$ cat src/rtl/stopwatch_display.sv
// stopwatch_display: BCD stopwatch M:SS.t with debounced run/clear buttons and a 4-digit multiplexed 7-segment scan.
module stopwatch_display #(
  parameter int DEB_COUNT = 20
) (
  input  logic        clk_in,
  input  logic        rst,
  input  logic        clk_1kHz,
  input  logic        clk_10Hz,
  input  logic        btn_run,
  input  logic        btn_clr,
  output logic [6:0]  seg,
  output logic        dp,
  output logic [3:0]  an,
  output logic        running,
  output logic [15:0] bcd
);
  logic [1:0] s1k, s10, btn, press, idx;
  logic       d1k, d10, tick_1k, tick_10;
  logic [3:0] tn, su, st, mn, dig;
  logic [6:0] code;
  assign btn = {btn_clr, btn_run};
  assign bcd = {mn, st, su, tn};
  // registered edge detect so every tick lands one full cycle after the synchronizer
  always_ff @(posedge clk_in or posedge rst)
    if (rst) begin
      s1k <= '0;
      s10 <= '0;
      d1k <= 1'b0;
      d10 <= 1'b0;
      tick_1k <= 1'b0;
      tick_10 <= 1'b0;
    end else begin
      s1k <= {s1k[0], clk_1kHz};
      s10 <= {s10[0], clk_10Hz};
      d1k <= s1k[1];
      d10 <= s10[1];
      tick_1k <= s1k[1] & ~d1k;
      tick_10 <= s10[1] & ~d10;
    end
  for (genvar b = 0; b < 2; b++) begin : g_deb
    logic [1:0] s;
    logic       stable, p;
    logic [7:0] cnt;
    assign press[b] = p;
    always_ff @(posedge clk_in or posedge rst)
      if (rst) begin
        s <= '0;
        stable <= 1'b0;
        cnt <= '0;
        p <= 1'b0;
      end else begin
        s <= {s[0], btn[b]};
        p <= 1'b0;
        if (tick_1k) begin
          if (s[1] == stable) cnt <= '0;
          else if (cnt == 8'(DEB_COUNT - 1)) begin
            stable <= s[1];
            cnt <= '0;
            p <= s[1];
          end else cnt <= cnt + 8'd1;
        end
      end
  end
  // clear outranks both the run toggle and a same-cycle increment
  always_ff @(posedge clk_in or posedge rst)
    if (rst) begin
      {mn, st, su, tn} <= '0;
      running <= 1'b0;
    end else if (press[1]) begin
      {mn, st, su, tn} <= '0;
      running <= 1'b0;
    end else begin
      if (press[0]) running <= ~running;
      if (tick_10 && running) begin
        tn <= tn == 4'd9 ? 4'd0 : tn + 4'd1;
        if (tn == 4'd9) begin
          su <= su == 4'd9 ? 4'd0 : su + 4'd1;
          if (su == 4'd9) begin
            st <= st == 4'd5 ? 4'd0 : st + 4'd1;
            if (st == 4'd5) mn <= mn == 4'd9 ? 4'd0 : mn + 4'd1;
          end
        end
      end
    end
  assign dig = bcd[{idx, 2'b00} +: 4];
  always_comb begin
    code = 7'b1111111;
    case (dig)
      4'd0: code = 7'b1000000;
      4'd1: code = 7'b1111001;
      4'd2: code = 7'b0100100;
      4'd3: code = 7'b0110000;
      4'd4: code = 7'b0011001;
      4'd5: code = 7'b0010010;
      4'd6: code = 7'b0000010;
      4'd7: code = 7'b1111000;
      4'd8: code = 7'b0000000;
      4'd9: code = 7'b0010000;
      default: code = 7'b1111111;
    endcase
  end
  always_ff @(posedge clk_in or posedge rst)
    if (rst) begin
      idx <= '0;
      an <= 4'b1110;
      seg <= 7'b1000000;
      dp <= 1'b1;
    end else begin
      idx <= idx + 2'(tick_1k);
      an <= ~(4'b0001 << idx);
      seg <= code;
      dp <= ~idx[0];
    end
endmodule

$ cat config.mk
export PLATFORM = sky130hd
export DESIGN_NAME = stopwatch_display
export DESIGN_NICKNAME = d
export VERILOG_FILES = /design/src/rtl/stopwatch_display.sv
export SDC_FILE = /design/constraint.sdc
export NUM_CORES = 1
export LEC_CHECK = 0
export CAP_MARGIN = 0
export CORE_ASPECT_RATIO = 0.5
export CORE_MARGIN = 5
export CORE_UTILIZATION = 60
export DETAILED_ROUTE_END_ITERATION = 10
export DONT_BUFFER_PORTS = 1
export PLACE_DENSITY = 0.76
export SLEW_MARGIN = 20
export SYNTH_ARGS = -nofsm -noshare
export SYNTH_HDL_FRONTEND = slang
export SYNTH_SLANG_ARGS = --single-unit
$ cat constraint.sdc
create_clock -name clk_in -period 5.3 [get_ports clk_in]
set_clock_uncertainty 0.1 [all_clocks]
set_input_delay 0.53 -clock clk_in [delete_from_list [all_inputs] [get_ports clk_in]]
set_output_delay 0.53 -clock clk_in [all_outputs]
set_load 0.01 [all_outputs]
==> results of run 1 <==
-- critical path: cells and delay by family (launching register included) --
family          cells  cell delay [ns]
buf+inv             1             0.10
fa+ha+maj           1             0.17
compound gates      2             0.75
flops               1             0.48
simple gates        2             0.71
-- cells by family (layout without fill, tap and decap cells) --
family	count (synthesis)	count (layout)	synth area share, %
AOI/OAI and AO/OA	62	62	13.5
xor gates and xnor gates	7	7	2.00
adders and majority gates	16	16	6.53
buffers and inverters	22	31	3.31
DFF	63	63	51.7
muxes	14	14	5.92
and+or+nand+nor	88	88	17.1
-- layout by cell type, fill, tap and decap left out, types with 4 or more instances in the layout --
master and instances:
a21o_1 6, a21oi_1 7, and3_1 5, and3b_1 4, clkbuf_8 10, dfrtp_1 58
dfstp_2 5, ha_1 16, inv_1 13, mux2i_1 8, nand2_1 20, nand2b_1 7
nand3_1 9, nor2_1 8, nor2b_1 4, nor3_1 4, nor3b_1 5, o21ai_0 19
o2bb2ai_1 4, o31ai_1 6, or2_2 5, xnor2_1 4
-- stage by stage --
step | instances | setup WS [ns]
6_report | 351 | 2.87
2_1_floorplan | 272 | 3.11
3_3_place_gp | 335 | 3.10
5_1_grt | 351 | 2.65
3_5_place_dp | 335 | 2.89
4_1_cts | 351 | 2.86
-- layer usage --
layer	share of wire [%]	vias to the layer above	routed length [um]	GRT usage [%]
li1	-	997	-	-
met1	43	1030	2540	21.7
met2	48	63	2810	32.6
met3	7.2	14	422	8.37
met4	1.8	0	108	7.63
met5	0	-	0	0
-- sequential cells by signal (all words and copies together) (netlist names) --
| register | count |
|---|---|
| s1k | 2 |
| dp | 1 |
| running | 1 |
| tick_10 | 1 |
| tn | 4 |
| seg | 7 |
| idx | 2 |
| g_deb.stable | 2 |
| s10 | 2 |
| an | 4 |
| st | 4 |
| tick_1k | 1 |
| g_deb.cnt | 16 |
| g_deb.s | 4 |
| d10 | 1 |
| su | 4 |
| d1k | 1 |
| g_deb.p | 2 |
| mn | 4 |
-- how the worst max path moves through the flow --
stage               startpoint    end  slack (ns)
finish                   tn[1]  mn[2]        2.87
global route             tn[1]  mn[3]        2.65
CTS                      tn[1]  mn[3]        2.86
detailed placement       tn[1]  mn[2]        2.89
global placement         tn[1]  st[3]        3.10
floorplan                  rst  an[0]        3.11
-- cell type report --
cell class	count	share of cell area, %
timing repair buffer	1	0.227
inverter	14	1.59
tap	70	2.65
clock buffer	12	4.40
multi-input combinational	187	41.8
sequential	63	48.0
clock inverter	4	1.36
-- power by group through the flow --
stage                     Sequential, W  Clock, W  Combinational [W]
after detailed placement       0.000594         0          0.0000616
after global routing           0.000592  0.000441          0.0000692
after CTS                      0.000586  0.000413          0.0000623
after floorplan                0.000560         0          0.0000773
final                          0.000584  0.000402          0.0000604
after global placement         0.000590         0          0.0000578
==> flow_summary.json, run 1 <==
{
  "status": "finished clean",
  "syn_area_per_cell_sq_um": 11.3,
  "design_area_sq_um": 3300,
  "wirelength_um": 5880,
  "die_w_um": 111,
  "p_per_area_nw_per_um2": 317,
  "initial_core_util_pct": 62.1,
  "pwr-share-comb_pct": 5.8,
  "ys_ff_latch": 63,
  "power.leakage_nw": 1.51,
  "holdWs_ns": 0.0595,
  "relSlewSlack_pct": 42.1,
  "ir_drop_uv": 149,
  "rows": 18,
  "tightest_slew_ns": 0.857,
  "final_util_pct": 66.9,
  "postCtsHoldBufs": 0,
  "grt_overflow": 0,
  "critPathRequiredTime_ns": 5.42,
  "cts-htree-levels": 3,
  "rr_endpoint": "mn[2]",
  "p_seq_share_pct": 55.8,
  "grt_setup_unrepaired": "no",
  "synth_top_cell_area_share_pct": 47.4,
  "synth_edf_count": 0,
  "dpl_cell_area_sq_um": 3110,
  "fillCellCount": 358,
  "endpoint_kind": "register",
  "total_power_w": 0.00105,
  "fin_nets": 298,
  "syn-cell-area_sq_um": 3060,
  "ys.flop_type": "dfrtp_1",
  "power.net_switching_w": 0.000257,
  "p_clk_share_pct": 38.4,
  "ys_async_sr_fraction_pct": 100,
  "worstPathMaxFanout": 12,
  "diodes": 0,
  "syn_to_final_growth_pct": 7.72,
  "clkLatencyLatePin_ns": 0.34,
  "worstSetupStartpointType": "register",
  "io_pins": 35,
  "synth.distinct_cells": 52,
  "synth_common_cells": "dfrtp_1 (58), nand2_1 (20), o21ai_0 (19)",
  "finalSetupViolCount": 0,
  "dpl.hpwl_um": 4080,
  "die_y_um": 60.5,
  "crit_type": "reg -> reg",
  "p_sw_share_pct": 24.6,
  "drtIter0Drc": 141,
  "post-synth-top-area-cell": "dfrtp_1",
  "place.gp.congestion": 0.848,
  "grt_pass1_wl_um": 9790,
  "hold_class": "in -> async",
  "critPathArrivalTime_ns": 2.55,
  "cts_buffers": 9,
  "antenna_found_initial": 0,
  "cts.path.max_buffers": 2,
  "r2r_start": "tn[1]",
  "critical_path.slowest_cell": "dfrtp_1",
  "grtUsageTotal_pct": 19.0,
  "synth_cells": 272,
  "drc": 0,
  "cts_resized": 0,
  "slew_viol_final": 0,
  "drive_above_1_share_pct": 14.6,
  "ant_nets": 0,
  "maxCapViolCount": 0,
  "cts_tree": "built",
  "post_drt_wl_per_cell_um": 16.7,
  "core_sq_um": 4930,
  "cts_setup_buffers": 0,
  "portBuffers": 0,
  "routed_via_density": 5.99,
  "setup_tns_ns": 0,
  "die-area_sq_um": 6720,
  "drt_pass1_iterations": 4,
  "num_vias": 2104,
  "internal_power_w": 0.000788,
  "cts_root_buffer": "clkbuf_8",
  "timing.fmax_mhz": 411,
  "multiInputGateArea_sq_um": 1380,
  "ff2ff_path_depth": 6,
  "grt_pass1_vias": 2027,
  "clkTransAtPathRegs_ns": 0.06,
  "regArea_sq_um": 1580,
  "cts.sink_count": 63,
  "ys_warn_count": 0,
  "seq_area_frac_synth_pct": 51.7,
  "crit_chain": "inv_1 > ha_1 > and3b_1 > a41oi_1 > or2_2 > o41ai_1",
  "period_needed_ns": 2.43,
  "final_hold_viol_count": 0,
  "syn_nets": 294,
  "cpPeakStageDelay_ns": 0.48,
  "synth.most_common_cell": "dfrtp_1",
  "grt_max_degree": 34,
  "r2r_slack_ns": 2.87,
  "finalCritPeriodShare_pct": 45.9,
  "netlist_top_cells_area": "dfrtp_1 (47%), ha_1 (6.5%), dfstp_2 (4.3%)"
}
No activity file was read; power rests on OpenSTA's default activity.
==> inputs of run 2 (changes only) <==
==> constraint.sdc (replaced) <==
create_clock -name clk_in -period 2.4 [get_ports clk_in]
set_clock_uncertainty 0.1 [all_clocks]
set_input_delay 0.24 -clock clk_in [delete_from_list [all_inputs] [get_ports clk_in]]
set_output_delay 0.24 -clock clk_in [all_outputs]
set_load 0.01 [all_outputs]
==> flow_summary.json, run 2 (synthesis gave the netlist of run 1 again) <==
{
  "tightest_slew_ns": 0.572,
  "p_sw_share_pct": 24.2,
  "finalCritPeriodShare_pct": 87.1,
  "slew_viol_final": 0,
  "die_w_um": 111,
  "grt_pass1_vias": 2070,
  "top_register": "g_deb.cnt",
  "cts.path.max_buffers": 2,
  "clkLatencyLatePin_ns": 0.34,
  "cts_resized": 0,
  "grt_overflow": 0,
  "largest_register_ffs": 16,
  "place.gp.congestion": 0.846,
  "reg.largest.list": "g_deb.cnt (16), seg (7)",
  "syn_to_final_growth_pct": 13.0,
  "met2_usage_pct": 33.4,
  "drive_above_1_share_pct": 16.8,
  "worstSetupStartpointType": "register",
  "total_power_w": 0.00257,
  "antenna_found_initial": 0,
  "cts_buffers": 9,
  "io_pins": 35,
  "critical_path.slowest_cell": "or4_4",
  "design_area_sq_um": 3460,
  "initial_core_util_pct": 62.1,
  "final_hold_viol_count": 0,
  "power.net_switching_w": 0.000622,
  "dpl.hpwl_um": 4140,
  "portBuffers": 0,
  "use_met3_pct": 6.97,
  "ant_nets": 0,
  "grtUsageTotal_pct": 19.7,
  "cts-htree-levels": 3,
  "post_drt_wl_per_cell_um": 16.3,
  "cts.sink_count": 63,
  "p_per_area_nw_per_um2": 743,
  "holdPathStages": 0,
  "crit_chain": "or4_4 > o211ai_2 > o21ai_0 > a21o_1",
  "die-area_sq_um": 6720,
  "critPathRequiredTime_ns": 2.53,
  "grt_setup_unrepaired": "no",
  "ir_drop_uv": 432,
  "power.leakage_nw": 1.58,
  "die_y_um": 60.5,
  "drtIter0Drc": 205,
  "layout_common_cells": "dfrtp_1 (58), nand2_1 (20), o21ai_0 (19)",
  "maxCapViolCount": 0,
  "p_clk_share_pct": 43.7,
  "pwr-share-comb_pct": 7.3,
  "layout_commonest_cell": "dfrtp_1",
  "finalSetupViolCount": 0,
  "dpl_cell_area_sq_um": 3170,
  "drc": 0,
  "rows": 18,
  "relSlewSlack_pct": 61.7,
  "grt_pass1_wl_um": 10300,
  "critPathArrivalTime_ns": 2.22,
  "cts_root_buffer": "clkbuf_8",
  "fin_nets": 309,
  "hold_class": "reg -> reg",
  "cts_tree": "built",
  "grt_max_degree": 43,
  "crit_type": "reg -> reg",
  "grtUsageMet1_pct": 23.8,
  "p_seq_share_pct": 49.0,
  "diodes": 0,
  "multiInputGateArea_sq_um": 1380,
  "cts_setup_buffers": 0,
  "num_vias": 2159,
  "clkTransAtPathRegs_ns": 0.07,
  "grt.busiest_layer": "met2",
  "fillCellCount": 353,
  "endpoint_kind": "register",
  "regArea_sq_um": 1580,
  "timing.fmax_mhz": 478,
  "setup_tns_ns": 0,
  "wirelength_um": 5900,
  "ff2ff_path_depth": 4,
  "status": "finished clean",
  "drt_pass1_iterations": 4,
  "worstPathMaxFanout": 14,
  "routed_via_density": 5.96,
  "internal_power_w": 0.00195,
  "period_needed_ns": 2.09,
  "core_sq_um": 4930,
  "cpPeakStageDelay_ns": 0.54
}
run 2: cell types whose count changed in the layout (fill, tap and decap cells not counted):
cell           change
clkbuf_1           -2
bufinv_16          +2
buf_4              +5
clkinv_2           -2
dlygate4sd3_1      +5
buf_12             +1
clkinv_4           +3
clkbuf_8           -1
run 2: worst paths after layout:
path                                 start               to  slack (ns)
max                        g_deb[0].cnt[3]  g_deb[0].cnt[5]        0.31
min                                 s10[0]           s10[1]        0.25
max reg2reg                g_deb[0].cnt[3]  g_deb[0].cnt[5]        0.31
min reg2reg                         s10[0]           s10[1]        0.25
max in group asynchronous              rst            an[3]        1.29
min in group asynchronous              rst            su[2]        0.28
run 2: area by class of cell:
| type | instances | share of cell area, % |
|---|---|---|
| clock buffers | 9 | 3.58 |
| clock inverters | 7 | 3.50 |
| inverters | 14 | 1.52 |
| multi-input cells | 187 | 39.8 |
| flip-flops and latches | 63 | 45.7 |
| well taps | 70 | 2.53 |
| repair buffers | 12 | 3.32 |
run 2: per-layer routing:
metal,routed length [um],part of all wire [%]
met5,0,0
met4,110,1.9
met3,308,5.2
met2,2850,48
met1,2630,45
run 2: power by group through the flow:
| stage | sequential (W) | clock, W | combinational (W) |
|---|---|---|---|
| 2_1_floorplan | 0.00124 | 0 | 0.000171 |
| 3_3_place_gp | 0.00128 | 0 | 0.000172 |
| 3_5_place_dp | 0.00128 | 0 | 0.000183 |
| 4_1_cts | 0.00126 | 0.00114 | 0.000191 |
| 5_1_grt | 0.00127 | 0.00120 | 0.000211 |
| 6_report | 0.00126 | 0.00112 | 0.000188 |
run 2: critical path, delay by kind of cell (launching register included):
kind,cells,cell delay (ns)
AND/OR/NAND/NOR,1,0.54
AO/OA/AOI/OAI,3,0.90
flip-flops,1,0.44
run 2: per-stage QoR:
| stage | utilization, % | hold WS (ns) | setup WS, ns | std cells |
|---|---|---|---|---|
| after floorplan | - | 0.171 | 0.482 | 272 |
| after global placement | 64.2 | 0.0522 | 0.387 | 341 |
| after detailed placement | 64.2 | 0.0669 | 0.333 | 341 |
| after CTS | 70.2 | 0.253 | 0.309 | 362 |
| after global routing | 70.2 | 0.258 | 0.220 | 362 |
| final | 70.2 | 0.250 | 0.309 | 362 |
run 2: repair_timing:
item / 4_1_cts / 5_1_grt
hold buffers: 5 / 0
setup endpoints to repair: 0 / 0
hold endpoints to repair: 21 / 0
==> inputs of run 3 (changes only) <==
--- a/config.mk
+++ b/config.mk
@@ -11,7 +11,7 @@
 export CORE_UTILIZATION = 60
 export DETAILED_ROUTE_END_ITERATION = 10
 export DONT_BUFFER_PORTS = 1
-export PLACE_DENSITY = 0.76
+export PLACE_DENSITY_LB_ADDON = 0.12
 export SLEW_MARGIN = 20
 export SYNTH_ARGS = -nofsm -noshare
 export SYNTH_HDL_FRONTEND = slang
==> constraint.sdc (replaced) <==
create_clock -name clk_in -period 2.06 [get_ports clk_in]
set_clock_uncertainty 0.1 [all_clocks]
set_input_delay 0.206 -clock clk_in [delete_from_list [all_inputs] [get_ports clk_in]]
set_output_delay 0.206 -clock clk_in [all_outputs]
set_load 0.01 [all_outputs]
==> flow_summary.json, run 3 (synthesis gave the netlist of run 1 again) <==
{
  "status": "finished clean",
  "holdWs_ns": 0.250,
  "worstSetupStartpointType": "register",
  "crit_family": "simple AND/OR/NAND/NOR gates",
  "slew_viol_final": 0,
  "total_power_w": 0.00274,
  "reg.largest.list": "g_deb.cnt (16), seg (7)",
  "maxCapViolCount": 0,
  "die-area_sq_um": 6720,
  "cts.sink_count": 63,
  "rr_endpoint": "mn[2]",
  "die_y_um": 60.5,
  "finalSetupViolCount": 0,
  "layout_common_cells": "dfrtp_1 (58), buf_4 (24), nand2_1 (20)",
  "critPathRequiredTime_ns": 2.18,
  "drc": 0,
  "grt_overflow": 0,
  "largest_register_ffs": 16,
  "relSlewSlack_pct": 62.5,
  "clkLatencyLatePin_ns": 0.34,
  "grtUsageTotal_pct": 19.7,
  "clkTransAtPathRegs_ns": 0.06,
  "num_vias": 2194,
  "ant_nets": 0,
  "drtIter0Drc": 115,
  "r2r_start": "su[1]",
  "drive_above_1_share_pct": 21.3,
  "place_ws_ns": 0.0363,
  "holdPathStages": 0,
  "cts_buffers": 9,
  "drt_pass1_iterations": 4,
  "cts-htree-levels": 3,
  "core_sq_um": 4930,
  "cts.path.max_buffers": 2,
  "die_w_um": 111,
  "cpPeakStageDelay_ns": 0.41,
  "top_register": "g_deb.cnt",
  "ir_drop_uv": 493,
  "worstPathMaxFanout": 5,
  "grt_max_degree": 38,
  "finalCritPeriodShare_pct": 96.8,
  "tightest_slew_ns": 0.559,
  "critical_path.slowest_cell": "dfrtp_1",
  "grt_setup_unrepaired": "no",
  "r2r_slack_ns": 0.07,
  "setup_slack_ns": 0.0650,
  "worstHoldStart": "s1k[0]",
  "p_clk_share_pct": 37.9,
  "endpoint_kind": "register",
  "hold_class": "reg -> reg",
  "cts_root_buffer": "clkbuf_8",
  "critPathLaunch": "su[1]",
  "crit_type": "reg -> reg",
  "path_buf_inv": 1,
  "rows": 18,
  "routed_via_density": 5.77,
  "io_pins": 35,
  "post_drt_wl_per_cell_um": 15.8,
  "fin_nets": 327,
  "power.net_switching_w": 0.000673,
  "cts_tree": "built",
  "whs_endpoint": "s1k[1]",
  "grt_pass1_vias": 2186,
  "p_seq_share_pct": 53.1,
  "wirelength_um": 5990,
  "pwr-share-comb_pct": 8.9,
  "period_needed_ns": 1.99,
  "layout_commonest_cell": "dfrtp_1",
  "timing.fmax_mhz": 501,
  "internal_power_w": 0.00207,
  "final_hold_viol_count": 0,
  "place.gp.congestion": 0.882,
  "grt_pass1_wl_um": 10300,
  "diodes": 0,
  "critPathArrivalTime_ns": 2.12,
  "power.leakage_nw": 1.66,
  "initial_core_util_pct": 62.1,
  "setup_tns_ns": 0,
  "ff2ff_path_depth": 6,
  "syn_to_final_growth_pct": 15.9,
  "p_sw_share_pct": 24.6,
  "dpl.hpwl_um": 4320,
  "crit_chain": "inv_1 > ha_1 > and3b_1 > a41oi_2 > or2_2 > o41ai_1",
  "antenna_found_initial": 0,
  "p_per_area_nw_per_um2": 771,
  "portBuffers": 0
}
[run 3: worst reg2reg max path: stages (launching register included)]
cell and delay (ns):
dfrtp_1 0.41, inv_1 0.09, ha_1 0.14, and3b_1 0.24, a41oi_2 0.19, or2_2 0.38
o41ai_1 0.33
[run 3: what timing repair did]
item / 4_1_cts / 5_1_grt
hold buffers: 5 / 0
buffers inserted: 0 / 0
setup endpoints to repair: 0 / 2
hold endpoints to repair: 30 / 0
resized for setup: 0 / 1
[run 3: power groups by stage]
stage	logic, W	clock network, W	registers (W)
finish	0.000244	0.00104	0.00146
global route	0.000281	0.00113	0.00147
CTS	0.000250	0.00107	0.00146
detailed placement	0.000242	0	0.00148
global placement	0.000230	0	0.00148
floorplan	0.000199	0	0.00144
[run 3: worst max-delay path by stage]
stage | endpoint | slack [ns] | cells after the start
2_1_floorplan | seg[3] | 0.14 | 7
3_3_place_gp | mn[3] | 0.18 | 6
3_5_place_dp | mn[2] | 0.04 | 6
4_1_cts | mn[2] | 0.03 | 6
5_1_grt | seg[3] | 0.0003 | 7
6_report | mn[2] | 0.07 | 6
[run 3: cell type report]
class	count	area, sq um
Clock buffer	12	145
Multi-Input combinational cell	187	1390
Tap cell	70	87.6
Fill cell	349	1380
Clock inverter	4	45.0
Inverter	14	52.6
Timing Repair Buffer	30	250
Sequential cell	63	1580
[run 3: layer usage]
| metal | wire [um] | global-route usage, % | vias to the layer above |
|---|---|---|---|
| met2 | 2960 | 34.6 | 71 |
| li1 | - | - | 1052 |
| met3 | 403 | 7.47 | 3 |
| met4 | 29 | 5.72 | 0 |
| met5 | 0 | 0 | - |
| met1 | 2590 | 23.6 | 1068 |
[run 3: stage by stage]
stage	area (sq um)	util [%]	cells
final	3550	72.0	380
after global routing	3550	72.0	380
after CTS	3540	71.8	380
after detailed placement	3300	67.0	359
after global placement	3300	67.0	359
after floorplan	3060	-	272
